[src/rtl/rmt_pkg.sv]
// rmt_pkg: shared types and constants for the remote command controller
package rmt_pkg;
  typedef enum logic [1:0] {IDLE, HIGH, LOW} cmd_state_t;
  localparam int UART_DATA_BITS = 8;
  localparam int CLKS_PER_BIT_DEF = 434;
endpackage

[src/rtl/rmt_uart.sv]
// rmt_uart: independent 8N1 transmitter and receiver sharing one bit period
module rmt_uart
  import rmt_pkg::*;
#(
  parameter int CLKS_PER_BIT = CLKS_PER_BIT_DEF
) (
  input  logic       clk,
  input  logic       rst_n,
  input  logic       trmt,
  input  logic [7:0] tx_data,
  output logic       tx_done,
  output logic       TX,
  input  logic       RX,
  input  logic       clr_rdy,
  output logic       rdy,
  output logic [7:0] rx_data
);
  localparam logic [11:0] LAST = 12'(CLKS_PER_BIT - 1);
  localparam logic [11:0] HALF = 12'(CLKS_PER_BIT / 2 - 1);
  localparam logic [3:0] NBITS = 4'(UART_DATA_BITS);

  logic [11:0] tx_cnt;
  logic [3:0] tx_bits;
  logic [8:0] tx_shift;
  logic tx_busy;
  logic tx_tick;
  logic rx_ff1, rx_ff2, rx_ff3;
  logic rx_busy, rx_start;
  logic [11:0] rx_cnt;
  logic [3:0] rx_bits;
  logic [7:0] rx_shift;

  // done is combinational so the next frame can load on the same edge, leaving no gap
  assign tx_tick = tx_busy && tx_cnt == LAST;
  assign tx_done = tx_tick && tx_bits == NBITS + 4'd1;

  // transmitter: start bit driven on load, then data LSB first, then stop
  always_ff @(posedge clk or negedge rst_n)
    if (!rst_n) begin
      TX <= 1'b1;
      tx_busy <= 1'b0;
      tx_cnt <= '0;
      tx_bits <= '0;
      tx_shift <= '0;
    end else if (trmt) begin
      TX <= 1'b0;
      tx_busy <= 1'b1;
      tx_cnt <= '0;
      tx_bits <= '0;
      tx_shift <= {1'b1, tx_data};
    end else if (tx_done) begin
      TX <= 1'b1;
      tx_busy <= 1'b0;
      tx_cnt <= '0;
    end else if (tx_tick) begin
      TX <= tx_shift[0];
      tx_shift <= {1'b0, tx_shift[8:1]};
      tx_bits <= tx_bits + 4'd1;
      tx_cnt <= '0;
    end else if (tx_busy) begin
      tx_cnt <= tx_cnt + 12'd1;
    end

  // receiver: falling edge arms, mid-start recheck rejects glitches, mid-bit sampling
  always_ff @(posedge clk or negedge rst_n)
    if (!rst_n) begin
      rx_ff1 <= 1'b1;
      rx_ff2 <= 1'b1;
      rx_ff3 <= 1'b1;
      rx_busy <= 1'b0;
      rx_start <= 1'b0;
      rx_cnt <= '0;
      rx_bits <= '0;
      rx_shift <= '0;
      rx_data <= '0;
      rdy <= 1'b0;
    end else begin
      rx_ff1 <= RX;
      rx_ff2 <= rx_ff1;
      rx_ff3 <= rx_ff2;
      if (clr_rdy) rdy <= 1'b0;
      if (!rx_busy) begin
        rx_cnt <= '0;
        if (rx_ff3 && !rx_ff2) begin
          rx_busy <= 1'b1;
          rx_start <= 1'b1;
        end
      end else if (rx_start && rx_cnt == HALF) begin
        rx_cnt <= '0;
        rx_bits <= '0;
        rx_start <= 1'b0;
        rx_busy <= !rx_ff2;
        if (!rx_ff2) rdy <= 1'b0;
      end else if (!rx_start && rx_cnt == LAST) begin
        rx_cnt <= '0;
        if (rx_bits < NBITS) begin
          rx_shift <= {rx_ff2, rx_shift[7:1]};
          rx_bits <= rx_bits + 4'd1;
        end else begin
          rx_busy <= 1'b0;
          if (rx_ff2) begin
            rx_data <= rx_shift;
            rdy <= 1'b1;
          end
        end
      end else begin
        rx_cnt <= rx_cnt + 12'd1;
      end
    end
endmodule

[src/rtl/remote_comm_ctrl.sv]
// remote_comm_ctrl: sends a 16-bit command as two UART bytes and receives a 1-byte reply
// Optional RMT_RESP_AUTOCLR_EN: an accepted command also clears resp_rdy.
module remote_comm_ctrl
  import rmt_pkg::*;
#(
  parameter int CLKS_PER_BIT = CLKS_PER_BIT_DEF
) (
  input  logic        clk,
  input  logic        rst_n,
  input  logic        RX,
  output logic        TX,
  input  logic [15:0] cmd,
  input  logic        snd_cmd,
  output logic        cmd_snt,
  output logic        resp_rdy,
  output logic [7:0]  resp
);
  cmd_state_t state;
  logic [15:0] hold;
  logic accept, trmt, tx_done, clr_rdy;
  logic [7:0] tx_data;

  // high byte comes straight from cmd so the start bit leaves one clock after snd_cmd
  assign accept = state == IDLE && snd_cmd;
  assign trmt = accept || (state == HIGH && tx_done);
  assign tx_data = state == IDLE ? cmd[15:8] : hold[7:0];
`ifdef RMT_RESP_AUTOCLR_EN
  assign clr_rdy = accept;
`else
  assign clr_rdy = 1'b0;
`endif

  // command sequencer: IDLE -> HIGH byte -> LOW byte -> IDLE with cmd_snt
  always_ff @(posedge clk or negedge rst_n)
    if (!rst_n) begin
      state <= IDLE;
      hold <= '0;
      cmd_snt <= 1'b0;
    end else begin
      case (state)
        IDLE: if (snd_cmd) begin
          hold <= cmd;
          cmd_snt <= 1'b0;
          state <= HIGH;
        end
        HIGH: if (tx_done) state <= LOW;
        LOW: if (tx_done) begin
          cmd_snt <= 1'b1;
          state <= IDLE;
        end
        default: state <= IDLE;
      endcase
    end

  rmt_uart #(.CLKS_PER_BIT(CLKS_PER_BIT)) u_uart (
    .clk(clk),
    .rst_n(rst_n),
    .trmt(trmt),
    .tx_data(tx_data),
    .tx_done(tx_done),
    .TX(TX),
    .RX(RX),
    .clr_rdy(clr_rdy),
    .rdy(resp_rdy),
    .rx_data(resp)
  );
endmodule

[config.mk]
export PLATFORM = sky130hd
export DESIGN_NAME = remote_comm_ctrl
export DESIGN_NICKNAME = d
export VERILOG_FILES = /design/src/rtl/rmt_pkg.sv /design/src/rtl/rmt_uart.sv /design/src/rtl/remote_comm_ctrl.sv
export SDC_FILE = /design/constraint.sdc
export NUM_CORES = 1
export LEC_CHECK = 0
export ABC_AREA = 1
export BUFFER_PORTS_ARGS = -buffer_cell sky130_fd_sc_hd__buf_4
export CAP_MARGIN = 25
export CORE_UTILIZATION = 54
export CTS_CLUSTER_DIAMETER = 50
export CTS_CLUSTER_SIZE = 14
export DETAILED_ROUTE_END_ITERATION = 8
export PLACE_DENSITY = 0.76
export SKIP_LAST_GASP = 1
export SYNTH_ARGS = -nofsm -noshare
export SYNTH_HDL_FRONTEND = slang
export SYNTH_SLANG_ARGS = --single-unit
[constraint.sdc]
create_clock -name clk -period 1.5 [get_ports clk]
set_input_delay 0.075 -clock clk [delete_from_list [all_inputs] [get_ports clk]]
set_output_delay 0.075 -clock clk [all_outputs]
set_load 0.005 [all_outputs]
Word-level counts from Yosys, hierarchy flattened
Index checks and enable logic that the tools add are counted.
{ "word_totals": {"regBits": 76, "in_bits": 20, "output_inout_bits": 11} }
{ "op_classes": {"n_addsub": 4, "magnitude_cmp": 1, "eq_ne": 13, "n_mux": 42, "bitwise_logic": 2, "reduce_logical": 29} }
{ "op_table": {"columns": ["op", "n"], "rows": [
  ["12-bit 2-to-1 mux", 7],
  ["9-bit 2-to-1 mux", 3],
  ["12-bit by 1-bit adder with 12-bit output, second input constant", 2],
  ["12-bit by 9-bit equality test with 1-bit output, second input constant", 2],
  ["4-bit 2-to-1 mux", 6],
  ["1-bit 2-to-1 mux", 20],
  ["2-bit nonzero test", 7],
  ["12-bit by 8-bit equality test with 1-bit output, second input constant", 1],
  ["2-bit != test, second input constant", 6],
  ["5-bit AND reduction", 2],
  ["3-bit AND reduction", 3],
  ["4-bit by 1-bit adder with 4-bit output, second input constant", 2],
  ["8-bit 2-to-1 mux", 1],
  ["1-bit logical AND", 7],
  ["2-bit 2-to-1 mux", 3],
  ["2-bit case mux with 3 select lines", 1],
  ["2-bit AND reduction", 3],
  ["4-bit equality test, second input constant", 1],
  ["4-bit < comparator, second input constant", 1],
  ["4-bit AND reduction", 1],
  ["4-bit nonzero test", 1],
  ["3-bit nonzero test", 1],
  ["2-bit by 1-bit equality test with 1-bit output, second input constant", 1],
  ["2-bit equality test, second input constant", 1],
  ["6 further kinds", 8]
]} }

Depth between registers and ports, before layout
{ "logic_depth": {"depth_word": 7, "mapped_depth": 12, "depth_no_buf": 12} }

By module
Synthesis repeated with hierarchy kept, for this count alone.
{ "unflattened": {"cells_unflattened": 488, "hier_area_um2": 4035.1} }
{ "by_module_without_submodules": {"columns": ["mod", "n_inst", "cells_each", "area_per_inst_um2", "seq_area_each_um2"], "rows": [
  ["rmt_uart", 1, 409, 3450.8, 1631.6],
  ["remote_comm_ctrl", 1, 79, 584.3, 275.3]
]} }

Worst setup path after synthesis
OpenSTA, ideal clock, no wires.
{ "synth_timing": {"kind": "register -> register", "startpoint": "register u_uart.rx_cnt[1]", "endpoint": "register u_uart.rx_data[0]", "setup_time_ns": 0.116, "arrival_ns": 1.400, "required_ns": 1.384, "path_slack_ns": -0.016, "path_stages_with_launch": 12, "n_path_buf": 0, "cell_sequence": "dfrtp_1 > inv_1 > ha_1 > nand2_1 > inv_1 > nand2_1 > inv_1 > nand4_4 > nor2_8 > inv_4 > nand2_1 > nand2_1"} }
{ "synth_via": {"elab_chain_cells": 4, "word_cells_on_any_way": 6, "classes_between": "eq/ne: 2; bitwise: 1; reduce/logical: 3"} }
{ "synth_lines": {"columns": ["element", "line", "rtl"], "rows": [
  ["from (decl)", "rmt_uart.sv:29", "logic [11:0] rx_cnt;"],
  ["from (signal assigned)", "rmt_uart.sv:107", "rx_cnt <= rx_cnt + 12'd1;"],
  ["12-bit by 8-bit equality test with 1-bit output", "rmt_uart.sv:88", "end else if (rx_start && rx_cnt == HALF) begin"],
  ["1-bit logical AND", "rmt_uart.sv:88", null],
  ["1-bit NOT (no source line)", null, null],
  ["5-bit AND reduction (no source line) *", null, null],
  ["to (signal assigned)", "rmt_uart.sv:102", "rx_data <= rx_shift;"],
  ["to (decl)", "rmt_uart.sv:16", "output logic [7:0] rx_data"]
]} }
Mark *: on every way between the ends. The rest lies on a longest branch, timed or not.
A chain may end at the register's enable or synchronous reset.

Final worst setup path
{ "layout_timing": {"startpoint": "register u_uart.rx_cnt[0]", "endpoint": "register u_uart.rx_cnt[11]"} }
{ "layout_via": {"elab_chain_cells": 5, "word_cells_on_any_way": 8, "classes_between": "add/sub: 1; eq/ne: 2; mux: 3; reduce/logical: 2"} }
{ "layout_lines": {"columns": ["element", "line", "rtl"], "rows": [
  ["branches (longest 3 deep; another with 12-bit by 1-bit adder with 12-bit output)", null, null],
  ["12-bit 2-to-1 mux *", "rmt_uart.sv:88", null],
  ["12-bit 2-to-1 mux *", "rmt_uart.sv:82", "if (!rx_busy) begin"]
]} }
Mark *: on every way between the ends.

==> summary.md <==
| Metric | Value |
|---|---|
| Worst Path Arrival | ~1800 ps |
| GRT Residual Overflow | 0 |
| Total GRT Usage | a little under a quarter |
| Setup crit end | u_uart.rx_cnt[11] |
| Via Count | ~3400 |
| Layout cells sized above 1 | roughly a third |
| Final Hold Slack | roughly 41 ps |
| Max-Cap Viols | 0 |
| Critical Path Max Stage Delay | approximately 420 ps |
| Wire per inst | roughly 12 um |
| H-tree depth | 3 |
| Final period util | 101% |
| Die Width | around 88 um |
| Hold Path Depth | 5 |
| Fmax | about 660 MHz |
| Sw Ratio | about a third |
| WL final | just over 8000 um |
| Post-Syn Area per Cell | 8.26 um^2 |
| CP startpoint | u_uart.rx_cnt[0] |
| Design Area, Final | 0.00520 mm^2 |
| Top delay family on crit path | buffers and inverters |
| Sequential share of power | between 40% and 50% |
| Clk slew on worst S/H paths | roughly 90 ps |
| Hold_sp | cmd[13] |
| Critical path depth in cells | 8 |
| Final TNS setup | -44.3 ps |
| Most frequent cell after synthesis | nand2_1 |
| Placed cell area | 0.00447 mm^2 |
| Pre-Repair DR Iteration Count | 4 |
| Area of the multi-input gates | 0.00202 mm^2 |
| # fillers | between 500 and 600 |
| Crit-path max FO | 5 |
| Clock Sinks | 76 |
| Net switching power | about 0.0015 W |
| Setup violations, final | 4 |
| Yosys top cell area share | 44.9% |
| IO Count | 31 |
| Post-synth ARST share | 100% |
| First-pass GRT wire length | approximately 14000 um |
| Post-Layout Cell Count | between 600 and 700 |
| Reg area | ~0.0019 mm^2 |
| Crit-path cells | inv_2 > buf_4 > buf_6 > nor3_4 > buf_4 > nand3_2 > xor2_1 > nor2_1 |
| Max-slew violation count | 0 |
| Post-synth EDFFs | 0 |
| Synth top cells by count | nand2_1 (133), dfrtp_1 (72), inv_1 (61) |
| Longest Clk Path Bufs | 2 |
| Placer Congestion | between 0.8 and 0.9 |
| PwrDens | about 900 mW/mm^2 |
| Final min period | ~1500 ps |
| Startpoint Class | register |
| Final hold vios | 0 |
| Leakage | about 2.6 nW |
| FF-to-FF path depth | 8 |
| Gate power share | approximately a fifth |
| Placed cells | roughly 630 |
| Die area | 0.00778 mm^2 |
| Yosys warns | 0 |
| Failing checks | setup timing |
| Initial antenna violation count | 0 |
| Register area share after synthesis | 47.5% |
| Buf+Inv Stages, Crit Path | 4 |
| Vias in the first global route | 3184 |
| CP endpoint kind | register |
| Final Skew | 18.3 ps |
| Mapped cell area | around 0.004 mm^2 |
| Clock root buffer | clkbuf_8 |
| I/O Buffers | 30 |
| TritonCTS Buffers | 9 |
| Cell Int Power | between 0.003 and 0.004 W |
| Synthesized net count | just over 500 |
| CP max-delay cell | dfrtp_2 |
| Routed Antenna Nets | 0 |
| Prevailing post-synth register cell | dfrtp_1 |
| Largest net degree at the start of global routing | 47 |
| Ant diodes | 0 |
| Maximum VDD drop | between 500 and 600 uV |
| Synth-to-Final Area Change | 29.7% |
| Type of the worst setup path | reg -> reg |
| Worst-Skew Late Latency | roughly 360 ps |
| CP dominant cell by count | buf_4 |
| Area leader, netlist | dfrtp_1 |
| Post-Syn Instances | slightly below 500 |
| Number of DRC markers in iteration 0 | between 100 and 150 |
| Flops & latches, synth | between 70 and 80 |
| CTS tree | built |
| Reg-to-Reg Start | u_uart.rx_cnt[0] |
| Tightest Hold Check Type | in -> reg |
| Reg-to-reg endpoint | u_uart.rx_cnt[11] |
| Slew @ Worst Pin | around 520 ps |
| Hpwl dp | ~5400 um |
| R2R setup slack | -20 ps |
| DRC errors left | 0 |
| Top post-synthesis cells by area | dfrtp_1 (45%), nand2_1 (12%), inv_1 (5.7%) |
| Status | finished, violations left |
| Core area | between 0.007 and 0.008 mm^2 |
| Distinct cells, synth | 39 |
| # nets final | ~600 |
| Initial core utilization | a little under three fifths |
| Cell row count | 31 |
| Die Ht | just under 90 um |
| Vias/cell | approximately 5 |
| Clk pwr share | 31.3% |
| Rel. slew slack | between 60% and 70% |
| Unrepaired setup endpoints after global routing | yes |
| Critical Path RT | about 1800 ps |
| Setup WS post-layout | -20.5 ps |
[power groups by stage]
stage	logic [W]	clock network (W)	registers, W
finish	0.000886	0.00146	0.00233
floorplan	0.000441	0	0.00230
detailed placement	0.000648	0	0.00233
global placement	0.000630	0	0.00232
CTS	0.000736	0.00148	0.00230
global route	0.000981	0.00158	0.00235
[per-stage QoR]
stage / setup slack [ps] / util, % / power, W
final: -20.5 / 72.1 / 0.00468
after global routing: -106 / 72.1 / 0.00490
after CTS: -25.2 / 67.9 / 0.00452
after detailed placement: -77.6 / 62.0 / 0.00298
after global placement: -17.4 / 62.0 / 0.00295
after floorplan: 13.8 / - / 0.00274
[cell usage in the layout (no fill, tap or decap), types with 11 or more instances in the layout]
master   count
buf_4       55
nand2_1    113
nor3_1      12
o21ai_0     16
nor2_1      44
inv_2       11
dfrtp_1     68
o21ai_1     18
nand3_1     12
nand2_2     25
inv_1       51
[worst min path at each step]
stage / endpoint
final: u_uart.tx_shift[5]
after detailed placement: u_uart.rx_cnt[8]
after global routing: u_uart.tx_shift[5]
after global placement: u_uart.rx_cnt[7]
after floorplan: cmd_snt
after CTS: u_uart.tx_shift[5]
[state kept, by name (all words and copies together), names as in the netlist, 2 cells and up]
signal	flops
u_uart.tx_cnt	12
state	2
u_uart.tx_bits	4
u_uart.rx_cnt	12
u_uart.rx_data	8
u_uart.rx_bits	4
u_uart.rx_shift	8
hold	8
u_uart.tx_shift	9
[tightest hold or removal path, cell delays in order]
cell     delay, ps
buf_4           80
nand2_1         40
o21ai_0         60
nand2_1         50
o21ai_1         60
[final cells by class]
| type | count | share of cell area (%) |
|---|---|---|
| repair inverters | 2 | 0.216 |
| inverters | 67 | 5.14 |
| flip-flops and latches | 76 | 36.7 |
| repair buffers | 75 | 13.2 |
| well taps | 99 | 2.38 |
| multi-input cells | 334 | 38.8 |
| clock inverters | 7 | 1.08 |
| clock buffers | 9 | 2.38 |
[cells by family after synthesis]
group / Yosys count / synth area share [%]
AND/OR/NAND/NOR: 258 / 31.0
AO/OA/AOI/OAI: 51 / 6.73
flip-flops: 76 / 47.5
adder cells (fa/ha/maj): 8 / 2.49
multiplexers: 4 / 1.12
buffers and inverters: 76 / 8.26
XOR/XNOR: 13 / 2.84
[per-layer routing]
layer | global-route usage (%) | vias to the layer above | wire, um
met3 | 4.01 | 20 | 251
met1 | 27.9 | 1585 | 3610
met5 | 0 | - | 0
met4 | 12.8 | 0 | 225
li1 | - | 1682 | -
met2 | 37.3 | 64 | 4150
[what timing repair did]
item / in CTS / in global routing
gates resized for setup: 22 / 61
setup buffers: 6 / 9
hold endpoints to repair: 39 / 0
cloned: 2 / 2
endpoints found under the setup margin: 30 / 59
hold buffers: 10 / 0
pin swaps: 9 / 31
Power figures use the tool's default switching activity.
